[src/rtl/rv32i_ctrl_pkg.sv]
// rtl/rv32i_ctrl_pkg.sv - shared opcodes, encodings and state types for the multi-cycle controller
package rv32i_ctrl_pkg;

   localparam logic [6:0] OP_R_TYPE     = 7'b0110011;
   localparam logic [6:0] OP_I_TYPE     = 7'b0010011;
   localparam logic [6:0] OP_IL_TYPE    = 7'b0000011;
   localparam logic [6:0] OP_S_TYPE     = 7'b0100011;
   localparam logic [6:0] OP_B_TYPE     = 7'b1100011;
   localparam logic [6:0] OP_LUI_TYPE   = 7'b0110111;
   localparam logic [6:0] OP_AUIPC_TYPE = 7'b0010111;
   localparam logic [6:0] OP_JAL_TYPE   = 7'b1101111;
   localparam logic [6:0] OP_JALR_TYPE  = 7'b1100111;

   localparam logic [3:0] ALU_ADD = 4'b0000;
   localparam logic [3:0] ALU_SUB = 4'b1000;
   localparam logic [3:0] ALU_SRA = 4'b1101;

   localparam logic [1:0] WSRC_ALU  = 2'b00;
   localparam logic [1:0] WSRC_LOAD = 2'b01;
   localparam logic [1:0] WSRC_IMM  = 2'b10;
   localparam logic [1:0] WSRC_PC4  = 2'b11;

   typedef enum logic [2:0] {
      ST_FETCH   = 3'd0,
      ST_DECODE  = 3'd1,
      ST_EXECUTE = 3'd2,
      ST_MEM     = 3'd3,
      ST_WB      = 3'd4,
      ST_TRAP    = 3'd5
   } mc_state_e;

   typedef enum logic [3:0] {
      CL_R, CL_I, CL_IL, CL_S, CL_B, CL_LUI, CL_AUIPC, CL_JAL, CL_JALR, CL_NONE
   } instr_class_e;

endpackage

[src/rtl/rv32i_decoder.sv]
// rtl/rv32i_decoder.sv - combinational opcode decode to class, selects and ALU/size controls
module rv32i_decoder
   import rv32i_ctrl_pkg::*;
(
   input  logic [31:0]  instr_code,
   output instr_class_e cls,
   output logic         legal,
   output logic         alu_src_sel_1,
   output logic         alu_src_sel_2,
   output logic [1:0]   reg_w_src_sel,
   output logic [3:0]   alu_control,
   output logic [2:0]   size_control
);

   logic [6:0] opcode;
   logic [2:0] funct3;
   logic       f7b5;
   logic       unused_bits;

   assign opcode      = instr_code[6:0];
   assign funct3      = instr_code[14:12];
   assign f7b5        = instr_code[30];
   // register and immediate fields are consumed by the datapath, not here
   assign unused_bits = &{1'b0, instr_code[31], instr_code[29:15], instr_code[11:7]};

   // Opcode class lookup; sel_1 picks PC over rs1, sel_2 picks immediate over rs2
   always_comb begin
      cls           = CL_NONE;
      legal         = 1'b0;
      alu_src_sel_1 = 1'b0;
      alu_src_sel_2 = 1'b0;
      reg_w_src_sel = WSRC_ALU;
      alu_control   = ALU_ADD;
      size_control  = 3'b000;
      case (opcode)
         OP_R_TYPE: begin
            cls         = CL_R;
            legal       = 1'b1;
            alu_control = {f7b5, funct3};
         end
         OP_I_TYPE: begin
            cls           = CL_I;
            legal         = 1'b1;
            alu_src_sel_2 = 1'b1;
            // only the right shifts use bit 30 to pick arithmetic vs logical
            alu_control   = {(funct3 == 3'b101) & f7b5, funct3};
         end
         OP_IL_TYPE: begin
            cls           = CL_IL;
            legal         = 1'b1;
            alu_src_sel_2 = 1'b1;
            reg_w_src_sel = WSRC_LOAD;
            size_control  = funct3;
         end
         OP_S_TYPE: begin
            cls           = CL_S;
            legal         = 1'b1;
            alu_src_sel_2 = 1'b1;
            size_control  = funct3;
         end
         OP_B_TYPE: begin
            cls         = CL_B;
            legal       = 1'b1;
            alu_control = ALU_SUB;
         end
         OP_LUI_TYPE: begin
            cls           = CL_LUI;
            legal         = 1'b1;
            alu_src_sel_2 = 1'b1;
            reg_w_src_sel = WSRC_IMM;
         end
         OP_AUIPC_TYPE: begin
            cls           = CL_AUIPC;
            legal         = 1'b1;
            alu_src_sel_1 = 1'b1;
            alu_src_sel_2 = 1'b1;
         end
         OP_JAL_TYPE: begin
            cls           = CL_JAL;
            legal         = 1'b1;
            alu_src_sel_1 = 1'b1;
            alu_src_sel_2 = 1'b1;
            reg_w_src_sel = WSRC_PC4;
         end
         OP_JALR_TYPE: begin
            cls           = CL_JALR;
            legal         = 1'b1;
            alu_src_sel_2 = 1'b1;
            reg_w_src_sel = WSRC_PC4;
         end
         default: ;
      endcase
   end

endmodule

[src/rtl/rv32i_mc_control_unit.sv]
// rtl/rv32i_mc_control_unit.sv - multi-cycle RV32I sequencer with handshaked memories and traps
module rv32i_mc_control_unit
   import rv32i_ctrl_pkg::*;
#(
   parameter int BUS_TIMEOUT = 16,
   parameter bit DATA_WAIT   = 1'b1
) (
   input  logic        clk,
   input  logic        reset,
   input  logic [31:0] instr_code,
   input  logic        i_ready,
   input  logic        d_ready,
   input  logic        btaken,
   output logic        i_req,
   output logic        ir_we,
   output logic        d_req,
   output logic        d_we,
   output logic        regfile_we,
   output logic        pc_we,
   output logic        alu_src_sel_1,
   output logic        alu_src_sel_2,
   output logic [1:0]  reg_w_src_sel,
   output logic [3:0]  alu_control,
   output logic [2:0]  size_control,
   output logic        branch,
   output logic        jal,
   output logic        instr_retired,
   output logic        illegal_instr,
   output logic        bus_err,
   output logic [2:0]  state_o
);

   localparam int CW = (BUS_TIMEOUT > 0) ? $clog2(BUS_TIMEOUT + 1) : 1;

   mc_state_e    state, nxt;
   logic [CW-1:0] cnt;
   logic          req_pending, req_ready, limit_hit;

   instr_class_e dec_cls;
   logic         dec_legal, dec_sel_1, dec_sel_2;
   logic [1:0]   dec_wsrc;
   logic [3:0]   dec_alu;
   logic [2:0]   dec_size;

   rv32i_decoder u_decoder (
      .instr_code    (instr_code),
      .cls           (dec_cls),
      .legal         (dec_legal),
      .alu_src_sel_1 (dec_sel_1),
      .alu_src_sel_2 (dec_sel_2),
      .reg_w_src_sel (dec_wsrc),
      .alu_control   (dec_alu),
      .size_control  (dec_size)
   );

   assign state_o = state;

   // Bus wait tracking: limit fires on the cycle the count would reach BUS_TIMEOUT, unless ready arrives
   always_comb begin
      req_pending = (state == ST_FETCH) || ((state == ST_MEM) && DATA_WAIT);
      req_ready   = (state == ST_FETCH) ? i_ready : d_ready;
      limit_hit   = (BUS_TIMEOUT != 0) && req_pending && !req_ready &&
                    (int'(cnt) + 1 == BUS_TIMEOUT);
   end

   // State register
   always_ff @(posedge clk or negedge reset) begin
      if (!reset) state <= ST_FETCH;
      else        state <= nxt;
   end

   // Wait counter restarts on every state change and on ready
   always_ff @(posedge clk or negedge reset) begin
      if (!reset)                                         cnt <= '0;
      else if ((nxt != state) || !req_pending || req_ready) cnt <= '0;
      else                                                cnt <= cnt + CW'(1);
   end

   // Sticky error flags, cleared only by reset
   always_ff @(posedge clk or negedge reset) begin
      if (!reset) begin
         illegal_instr <= 1'b0;
         bus_err       <= 1'b0;
      end else begin
         if ((state == ST_DECODE) && !dec_legal) illegal_instr <= 1'b1;
         if (limit_hit)                          bus_err       <= 1'b1;
      end
   end

   // Next state plus per-state strobes; decode selects only leave the block in DECODE..WB
   always_comb begin
      nxt           = state;
      i_req         = 1'b0;
      ir_we         = 1'b0;
      d_req         = 1'b0;
      d_we          = 1'b0;
      regfile_we    = 1'b0;
      pc_we         = 1'b0;
      branch        = 1'b0;
      jal           = 1'b0;
      instr_retired = 1'b0;
      alu_src_sel_1 = 1'b0;
      alu_src_sel_2 = 1'b0;
      reg_w_src_sel = 2'b00;
      alu_control   = 4'b0000;
      size_control  = 3'b000;
      if (state inside {ST_DECODE, ST_EXECUTE, ST_MEM, ST_WB}) begin
         alu_src_sel_1 = dec_sel_1;
         alu_src_sel_2 = dec_sel_2;
         reg_w_src_sel = dec_wsrc;
         alu_control   = dec_alu;
         size_control  = dec_size;
      end
      case (state)
         ST_FETCH: begin
            i_req = 1'b1;
            if (limit_hit) nxt = ST_TRAP;
            else if (i_ready) begin
               ir_we = 1'b1;
               nxt   = ST_DECODE;
            end
         end
         ST_DECODE: nxt = dec_legal ? ST_EXECUTE : ST_TRAP;
         ST_EXECUTE: begin
            case (dec_cls)
               CL_B: begin
                  branch        = 1'b1;
                  instr_retired = 1'b1;
                  // taken loads the branch target, not-taken loads PC+4; the PC mux keys on btaken
                  if (btaken) pc_we = 1'b1;
                  else        pc_we = 1'b1;
                  nxt = ST_FETCH;
               end
               CL_IL, CL_S: nxt = ST_MEM;
               default:     nxt = ST_WB;
            endcase
         end
         ST_MEM: begin
            d_req = 1'b1;
            d_we  = (dec_cls == CL_S);
            if (limit_hit) nxt = ST_TRAP;
            else if (!DATA_WAIT || d_ready) begin
               if (dec_cls == CL_S) begin
                  pc_we         = 1'b1;
                  instr_retired = 1'b1;
                  nxt           = ST_FETCH;
               end else begin
                  nxt = ST_WB;
               end
            end
         end
         ST_WB: begin
            regfile_we    = 1'b1;
            instr_retired = 1'b1;
            pc_we         = 1'b1;
            jal           = (dec_cls == CL_JAL) || (dec_cls == CL_JALR);
            nxt           = ST_FETCH;
         end
         ST_TRAP: nxt = ST_TRAP;
         default: nxt = ST_FETCH;
      endcase
      // the fetch request is held off while reset is asserted
      if (!reset) begin
         i_req = 1'b0;
         ir_we = 1'b0;
      end
   end

endmodule

[config.mk]
export PLATFORM = sky130hd
export DESIGN_NAME = rv32i_mc_control_unit
export DESIGN_NICKNAME = d
export VERILOG_FILES = /design/src/rtl/rv32i_ctrl_pkg.sv /design/src/rtl/rv32i_decoder.sv /design/src/rtl/rv32i_mc_control_unit.sv
export SDC_FILE = /design/constraint.sdc
export NUM_CORES = 1
export LEC_CHECK = 0
export CAP_MARGIN = 10
export CORE_ASPECT_RATIO = 1.4
export CORE_MARGIN = 2
export CORE_UTILIZATION = 38
export CTS_CLUSTER_SIZE = 12
export DETAILED_ROUTE_END_ITERATION = 7
export GPL_ROUTABILITY_DRIVEN = 0
export GPL_TIMING_DRIVEN = 0
export HOLD_SLACK_MARGIN = 0.15
export PLACE_DENSITY = 0.92
export SLEW_MARGIN = 20
export SYNTH_ARGS = -nofsm -noshare
export SYNTH_HDL_FRONTEND = slang
export SYNTH_SLANG_ARGS = --single-unit
[constraint.sdc]
create_clock -name clk -period 2.9 [get_ports clk]
set_input_delay 0.29 -clock clk [delete_from_list [all_inputs] [get_ports clk]]
set_output_delay 0.29 -clock clk [all_outputs]
set_load 0.05 [all_outputs]
# == After elaboration in Yosys (flattened, before gate mapping) ==
# Index checks and enable logic that the tools add are counted.
# word_totals
output_inout_bits,25
reg_bits,10
input_bits,37
# op_classes
n_reduce_logical,18
n_mux,38
n_bitwise,1
n_eq_ne,22
n_addsub,2
# ops
cell,count
$pmux 4 s9,1
$mux 3,8
$eq 7x6->1 const B,3
$eq 7x7->1 const B,3
$mux 1,21
$pmux 3 s5,1
$eq 7x5->1 const B,2
$pmux 4 s3,1
$eq 3x3->1 const B,3
$reduce_or 9->1,1
$eq 4x2->1 const B,2
$eq 4x3->1 const B,2
$reduce_or 2->1,4
$eq 7x2->1 const B,1
$reduce_or 7->1,1
$add 5x1->6 const B,1
$eq 3x2->1 const B,2
$eq 6x5->1 const B,1
$pmux 2 s3,1
$pmux 3 s2,1
$add 5x1->5 const B,1
$mux 5,1
$eq 4x4->1 const B,1
$logic_or 1x1->1,4
other kinds (10),14

# == Depth between registers and ports, before layout ==
# Gate-level depths: netlist (run 1).
# depth
depth_word,11
mapped_depth,7

# == Modules after synthesis ==
# Synthesis (run 1) repeated with hierarchy kept, for this count alone.
# hier_totals
hier_cells,138
hier_area_um2,1097.3
# by_module_without_submodules
module,area_per_inst_um2,instances,cells_per_inst,seq_area_each_um2
rv32i_mc_control_unit,764.5,1,87,250.2
rv32i_decoder,332.8,1,51,0.0

# == Worst setup path before layout (run 1) ==
# No wires, ideal clock.
# synth_timing
path_kind,register to output
start,"reg state[1], in the netlist state_o[1]"
end,out pc_we
stages_incl_launch_ff,7
setup_slack_ns,-0.916
arrival_ns,3.526
n_path_buf,2
cell_sequence,dfrtp_1 > buf_2 > inv_1 > nor3_1 > and3_1 > a211o_1 > buf_4
# synth_between
elab_chain_len,7
elab_cells_between_ends,11
classes_between,3 x eq/ne; 3 x mux; 5 x reduce/logical
# synth_lines
item,line,rtl
from (decl),rv32i_mc_control_unit.sv:35,"mc_state_e state, nxt;"
from (signal assigned),rv32i_mc_control_unit.sv:69,else state <= nxt;
$logic_not 3->1,"rv32i_mc_control_unit.sv:60, rv32i_mc_control_unit.sv:61",
$mux 1,rv32i_mc_control_unit.sv:61,req_ready = (state == ST_FETCH) ? i_ready : d_ready;
$logic_not 1->1,rv32i_mc_control_unit.sv:62,limit_hit = (BUS_TIMEOUT != 0) && req_pending && !req_ready &&
$logic_and 1x1->1 (2 in series),rv32i_mc_control_unit.sv:62,
$mux 1,-,
$pmux 1 s3 *,rv32i_mc_control_unit.sv:114,case (state)
to (decl),rv32i_mc_control_unit.sv:19,"output logic pc_we,"
# Every way passes the cells marked *; elsewhere a longest branch is shown, timed or not.

# == Final worst setup path (run 1) ==
# layout_timing
start,in instr_code[6]
end,out alu_src_sel_2
# layout_between
elab_chain_len,4
elab_cells_between_ends,10
classes_between,7 x eq/ne; 2 x mux; 1 x reduce/logical
# layout_lines
item,line,rtl
from (decl),rv32i_mc_control_unit.sv:10,"input logic [31:0] instr_code,"
$eq 7x5->1 (tied with other cells),rv32i_decoder.sv:35,case (opcode)
$reduce_or 7->1 (no source line) *,-,
$mux 1 *,rv32i_decoder.sv:35,
$mux 1 *,rv32i_mc_control_unit.sv:107,"if (state inside {ST_DECODE, ST_EXECUTE, ST_MEM, ST_WB}) begin"
to (decl),rv32i_mc_control_unit.sv:21,"output logic alu_src_sel_2,"
# Marked as above.

==> results.cfg, run 1 <==
[flow_run]
cap_violations = 0

[sta]
hold_viol = 0
setup_viol = 0
slew_headroom = 0.6605
worst_pin_slew_ns = 0.5077
max_freq_mhz = 361.6
rsz0062_at_grt = false
holdWs_ns = 0.3436
drv_slew = 0
totalNegativeSetupSlack_ns = 0
fin_crit_ns = 2.766
skew_ns = 0.006533
period_share = 0.9537
worst_slack_ns = 0.1341

[cells_and_area]
layout-drive-gt1-share = 0.1188
final_cells = 183
antenna_cells = 0
multi_input_area_um2 = 624.3
layout.nets = 200
final_core_util = 0.5939
area_delta_synth_final_pct = 51.64
fillers = 198
seq_area_um2 = 250.2

[drt]
wirelength_mm = 2.502
ant_nets = 0
vias_per_cell = 5.710
vias = 1045
drt_iter0_drc = 17
drc = 0
drtPass1Iterations = 4
wl_per_cell_um = 13.67

[worst_setup_path]
cpMostUsedCell = clkdlybuf4s50_1
crit_slowest_cell = clkdlybuf4s50_1
crit_type = in -> out
max_stage_delay_ns = 0.85
cp.arrival_ns = 2.48
start_kind = primary input
critPathMaxFanout = 10
required_ns = 2.61
cp-end-kind = primary output
path_cells = clkdlybuf4s50_1, buf_2, nor3b_1, o21ai_0, a211oi_1, clkdlybuf4s50_1

[power_and_ir_drop]
ir_drop_v = 0.0003006
p_seq_frac = 0.221
power.density_mw_per_mm2 = 566.7
power.leakage_nw = 0.6612
switchingPower_w = 0.0003971
p_clk_frac = 0.161
p_sw_frac = 0.5046
combPwrFrac = 0.618
cell_internal_pwr_w = 0.0003899

[yosys]
async_reset_ff_frac = 1.000
syn_avg_cell_area_um2 = 7.696
syn-instance-count = 119
syn-num-nets = 158
syn_area_um2 = 915.9
synth_seq_cells = 10
yosysSeqAreaShare = 0.2732
synth-edff-count = 0
yosysWarnings = 0
synth_flop_cell = dfrtp_1
ys_types = 39

[die]
die_area_mm2 = 0.002824
coreArea_mm2 = 0.002338
die_w_um = 45.49
start_util = 0.3917
io_pins = 62
row_count = 21
die_h_um = 62.09

[placed_design]
hpwl_mm = 2.046
port_buffers = 37
placedCellCount = 179
pre_cts_slack_ns = -0.05546

[clock_network]
clock_path_buffers = 2
ctsHoldBuffers = 0
numCtsBuffers = 3
clockRootBuffer = clkbuf_4
cts_tree = built
cts.htree.levels = 1
cts.sinks = 10
clk_pin_slew_worst_paths_ns = 0.07
cts_setup_buffers = 0
clk_latency_ns = 0.27

[global_route]
grt_antenna_before_repair = 0
grt_max_degree = 13
grt-ovfl-total = 0
grt_pass1_vias = 995
grtUsageTotal = 0.1864
grt_pass1_wl_mm = 3.995

[worst_hold_path]
hp-class = in -> async

[outcome]
status = finished, final reports clean
-- critical path, delay by kind of cell --
kind	cells	cell delay [ns]
AOI/OAI and AO/OA	2	0.41
buffers and inverters	3	1.46
and+or+nand+nor	1	0.32
-- power groups by stage --
stage	Combinational [W]	Clock, W	Sequential [W]
6_report	0.000486	0.000127	0.000174
5_1_grt	0.000521	0.000135	0.000177
4_1_cts	0.000488	0.000128	0.000175
3_5_place_dp	0.000490	0	0.000178
3_3_place_gp	0.000486	0	0.000176
2_1_floorplan	0.000295	0	0.000225
-- per-layer routing --
metal  global-route usage  wire [um]
met5                    0          0
met4              0.07563         37
met3              0.02023        117
met2               0.3481       1325
met1               0.2092       1022
-- through the flow --
stage	cell area (um^2)	power (W)
floorplan	944.7	0.0005199
global placement	1344	0.0006620
detailed placement	1344	0.0006677
CTS	1379	0.0007910
global route	1389	0.0008339
finish	1389	0.0007870
-- kinds of logic after synthesis --
| logic type | Yosys count | synth area share |
|---|---|---|
| buffers and inverters | 16 | 0.07649 |
| AOI/OAI and AO/OA | 25 | 0.2008 |
| xor gates and xnor gates | 3 | 0.02869 |
| adders and majority gates | 2 | 0.02732 |
| and+or+nand+nor | 63 | 0.3934 |
| DFF | 10 | 0.2732 |
-- synth_stat cells (2+ instances only) --
cell type | instances | area (um^2)
nor3b_1 | 2 | 15.01
ha_1 | 2 | 25.02
a21oi_1 | 8 | 40.04
and3_1 | 6 | 37.54
o21ai_0 | 4 | 20.02
nor2b_1 | 2 | 12.51
nor3_1 | 9 | 45.04
nand3_1 | 5 | 25.02
inv_1 | 9 | 33.78
nor2_1 | 10 | 37.54
xor2_1 | 2 | 17.52
dfrtp_1 | 10 | 250.2
and2_1 | 5 | 31.28
nor4_1 | 2 | 12.51
nand2b_1 | 4 | 25.02
buf_2 | 5 | 25.02
nand2_1 | 10 | 37.54
a211o_1 | 2 | 17.52
and3b_1 | 2 | 17.52
-- cells in the final DEF, fill, tap and decap left out, types with 5 or more instances in the layout --
master and count:
nor2_1 10, dfrtp_1 10, nand2_1 10, buf_2 5
a21oi_1 8, and2_1 5, clkdlybuf4s50_1 32, and3_1 5
nor3_1 8, inv_1 9, nand3_1 5
-- flip-flops by register name, indices dropped and copies added, names as in the netlist --
name / count
bus_err: 1
cnt: 5
illegal_instr: 1
state_o: 3
-- layout make-up --
| class | count | area share |
|---|---|---|
| multi-input cells | 93 | 0.4496 |
| repair buffers | 37 | 0.2730 |
| flip-flops and latches | 10 | 0.1802 |
| clock buffers | 4 | 0.02613 |
| plain buffers | 7 | 0.02613 |
| inverters | 9 | 0.02432 |
| well taps | 23 | 0.02072 |
-- worst paths after layout --
path                                      start              endpoint  slack, ns  cells past startpoint
max reg2reg                state_o[0]$_DFF_PN0_  state_o[2]$_DFF_PN0_       1.44                      6
min                                       reset      cnt[3]$_DFF_PN0_       0.34                      1
min in group clk            bus_err$_DFFE_PN0P_   bus_err$_DFFE_PN0P_       0.48                      1
max                               instr_code[6]         alu_src_sel_2       0.13                      6
max in group asynchronous                 reset      cnt[2]$_DFF_PN0_       2.23                      1
min reg2reg                 bus_err$_DFFE_PN0P_   bus_err$_DFFE_PN0P_       0.48                      1
-- timing repair --
action | in CTS | in global routing
gates cloned | 0 | 0
endpoints found under the hold margin | 0 | 0
gates resized for setup | 1 | 4
setup endpoints to repair | 1 | 4
Note: power is estimated with default switching activity, not from simulation.
==> run 2: changes to the inputs <==
--- a/config.mk
+++ b/config.mk
@@ -6,16 +6,17 @@
 export NUM_CORES = 1
 export LEC_CHECK = 0
 export CAP_MARGIN = 10
-export CORE_ASPECT_RATIO = 1.4
+export CELL_PAD_IN_SITES_DETAIL_PLACEMENT = 1
+export CELL_PAD_IN_SITES_GLOBAL_PLACEMENT = 2
 export CORE_MARGIN = 2
-export CORE_UTILIZATION = 38
+export CORE_UTILIZATION = 19
 export CTS_CLUSTER_SIZE = 12
 export DETAILED_ROUTE_END_ITERATION = 7
 export GPL_ROUTABILITY_DRIVEN = 0
 export GPL_TIMING_DRIVEN = 0
 export HOLD_SLACK_MARGIN = 0.15
 export PLACE_DENSITY = 0.92
-export SLEW_MARGIN = 20
+export SLEW_MARGIN = 10
 export SYNTH_ARGS = -nofsm -noshare
 export SYNTH_HDL_FRONTEND = slang
 export SYNTH_SLANG_ARGS = --single-unit
==> run 2 against run 1 <==
Sequential power barely moved; clock power is 35% higher; clock skew down 0.0041 ns; largest cell class unchanged.
==> results.cfg, run 2 (same netlist as run 1, synthesis figures left out) <==
[outcome]
status = finished, final reports clean

[sta]
max_freq_mhz = 356.8
worst_pin_slew_ns = 0.5157
rsz0062_at_grt = false
skew_ns = 0.002389
slew_headroom = 0.6551
hold_viol = 0
fin_crit_ns = 2.803
holdWs_ns = 0.3941
setup_viol = 0
period_share = 0.9664
drv_slew = 0
totalNegativeSetupSlack_ns = 0

[worst_setup_path]
start_kind = primary input
startpoint = instr_code[3]
cp-end-kind = primary output
r2r_setup_slack_ns = 1.35
cpMostUsedCell = clkdlybuf4s50_1
reg2regPathDepth = 5
critPathMaxFanout = 7
path_cells = clkdlybuf4s50_1, nor2_4, nand3_4, nor3_1, and3_1, clkdlybuf4s50_1
crit_slowest_cell = clkdlybuf4s50_1
max_stage_delay_ns = 0.80
timing.rr.start = cnt[0]$_DFF_PN0_
crit_path_end = size_control[0]
critical_path_buf_inv_count = 2
cp_top_family = buffers and inverters
cp.arrival_ns = 2.51
crit_type = in -> out
required_ns = 2.61
r2r_end = state_o[0]$_DFF_PN0_
worst-path-stages = 6

[clock_network]
cts.sinks = 10
numCtsBuffers = 3
clockRootBuffer = clkbuf_8
clk_pin_slew_worst_paths_ns = 0.05
cts_setup_buffers = 0
ctsHoldBuffers = 0
cts_tree = built
clock_path_buffers = 2
clk_latency_ns = 0.23
cts.htree.levels = 1

[cells_and_area]
seq_area_um2 = 250.2
antenna_cells = 0
largest_reg_flops = 5
layout_commonest_cell = clkdlybuf4s50_1
largest_register = cnt
layout-drive-gt1-share = 0.1188
final_cell_area_mm2 = 0.001445
area_delta_synth_final_pct = 57.79
layout.nets = 200
multi_input_area_um2 = 624.3
fillers = 556
layout_common_cells = clkdlybuf4s50_1, nor2_1, nand2_1, dfrtp_1, inv_1

[drt]
ant_nets = 0
wl_per_cell_um = 13.00
drt_iter0_drc = 54
drtPass1Iterations = 4
vias = 992
drc = 0
wirelength_mm = 2.782
vias_per_cell = 4.636

[global_route]
top_usage_layer = met2
use_met1 = 0.1525
grt_pass1_vias = 1020
grt_max_degree = 13
grt-ovfl-total = 0
grt_pass1_wl_mm = 4.774
grtUsageTotal = 0.1090
met2_usage = 0.1802
grt_antenna_before_repair = 0
grtUsageMet3 = 0.01372

[power_and_ir_drop]
power.leakage_nw = 0.6765
combPwrFrac = 0.584
ir_drop_v = 0.0001930
p_clk_frac = 0.205
power.density_mw_per_mm2 = 580.2
switchingPower_w = 0.0004092
p_sw_frac = 0.4880
p_seq_frac = 0.211
cell_internal_pwr_w = 0.0004293

[placed_design]
placed_area_mm2 = 0.001383
hpwl_mm = 2.308
port_buffers = 37

[worst_hold_path]
hp-class = in -> async

[flow_run]
cap_violations = 0

[die]
die_w_um = 73.43
row_count = 25
start_util = 0.1952
die_h_um = 73.43
coreArea_mm2 = 0.004692
die_area_mm2 = 0.005392
io_pins = 62
-- run 2: worst min-delay path by stage --
stage,start,end,slack (ns),cells past startpoint
6_report,reset,cnt[3]$_DFF_PN0_,0.39,1
5_1_grt,reset,cnt[0]$_DFF_PN0_,0.44,1
4_1_cts,reset,cnt[2]$_DFF_PN0_,0.41,1
3_5_place_dp,bus_err$_DFFE_PN0P_,bus_err$_DFFE_PN0P_,0.46,1
3_3_place_gp,bus_err$_DFFE_PN0P_,bus_err$_DFFE_PN0P_,0.46,1
2_1_floorplan,reset,bus_err$_DFFE_PN0P_,-0.006,0
-- run 2: area by class of cell --
type / instances / share of cell area
well taps: 54 / 0.04675
multi-input cells: 93 / 0.4320
inverters: 9 / 0.02338
plain buffers: 7 / 0.02511
clock buffers: 4 / 0.03810
repair buffers: 37 / 0.2615
flip-flops and latches: 10 / 0.1732
-- run 2: metal layers --
| metal | vias up | part of all wire | wire (um) |
|---|---|---|---|
| met5 | - | 0 | 0 |
| met3 | 0 | 0.028 | 78 |
| met4 | 0 | 0 | 0 |
| li1 | 505 | - | - |
| met2 | 17 | 0.49 | 1363 |
| met1 | 470 | 0.48 | 1340 |
-- run 2: through the flow --
step,setup slack (ns),power [W],util,instances
floorplan,0.05478,0.0005199,-,119
global placement,-0.06983,0.0006762,0.2947,210
detailed placement,-0.1023,0.0006822,0.2947,210
CTS,0.04332,0.0008492,0.3059,214
global route,0.01246,0.0008942,0.3080,214
finish,0.09738,0.0008385,0.3080,214
-- run 2: timing repair --
| action | 4_1_cts | 5_1_grt |
|---|---|---|
| setup endpoints to repair | 2 | 4 |
| pin swaps | 0 | 0 |
| endpoints found under the hold margin | 0 | 0 |
| gates resized for setup | 2 | 4 |
-- run 2: power by group through the flow --
| stage | clock (W) | sequential [W] | combinational [W] |
|---|---|---|---|
| after floorplan | 0 | 0.000225 | 0.000295 |
| after global placement | 0 | 0.000180 | 0.000496 |
| after detailed placement | 0 | 0.000179 | 0.000503 |
| after CTS | 0.000179 | 0.000178 | 0.000493 |
| after global routing | 0.000182 | 0.000179 | 0.000533 |
| final | 0.000172 | 0.000177 | 0.000490 |
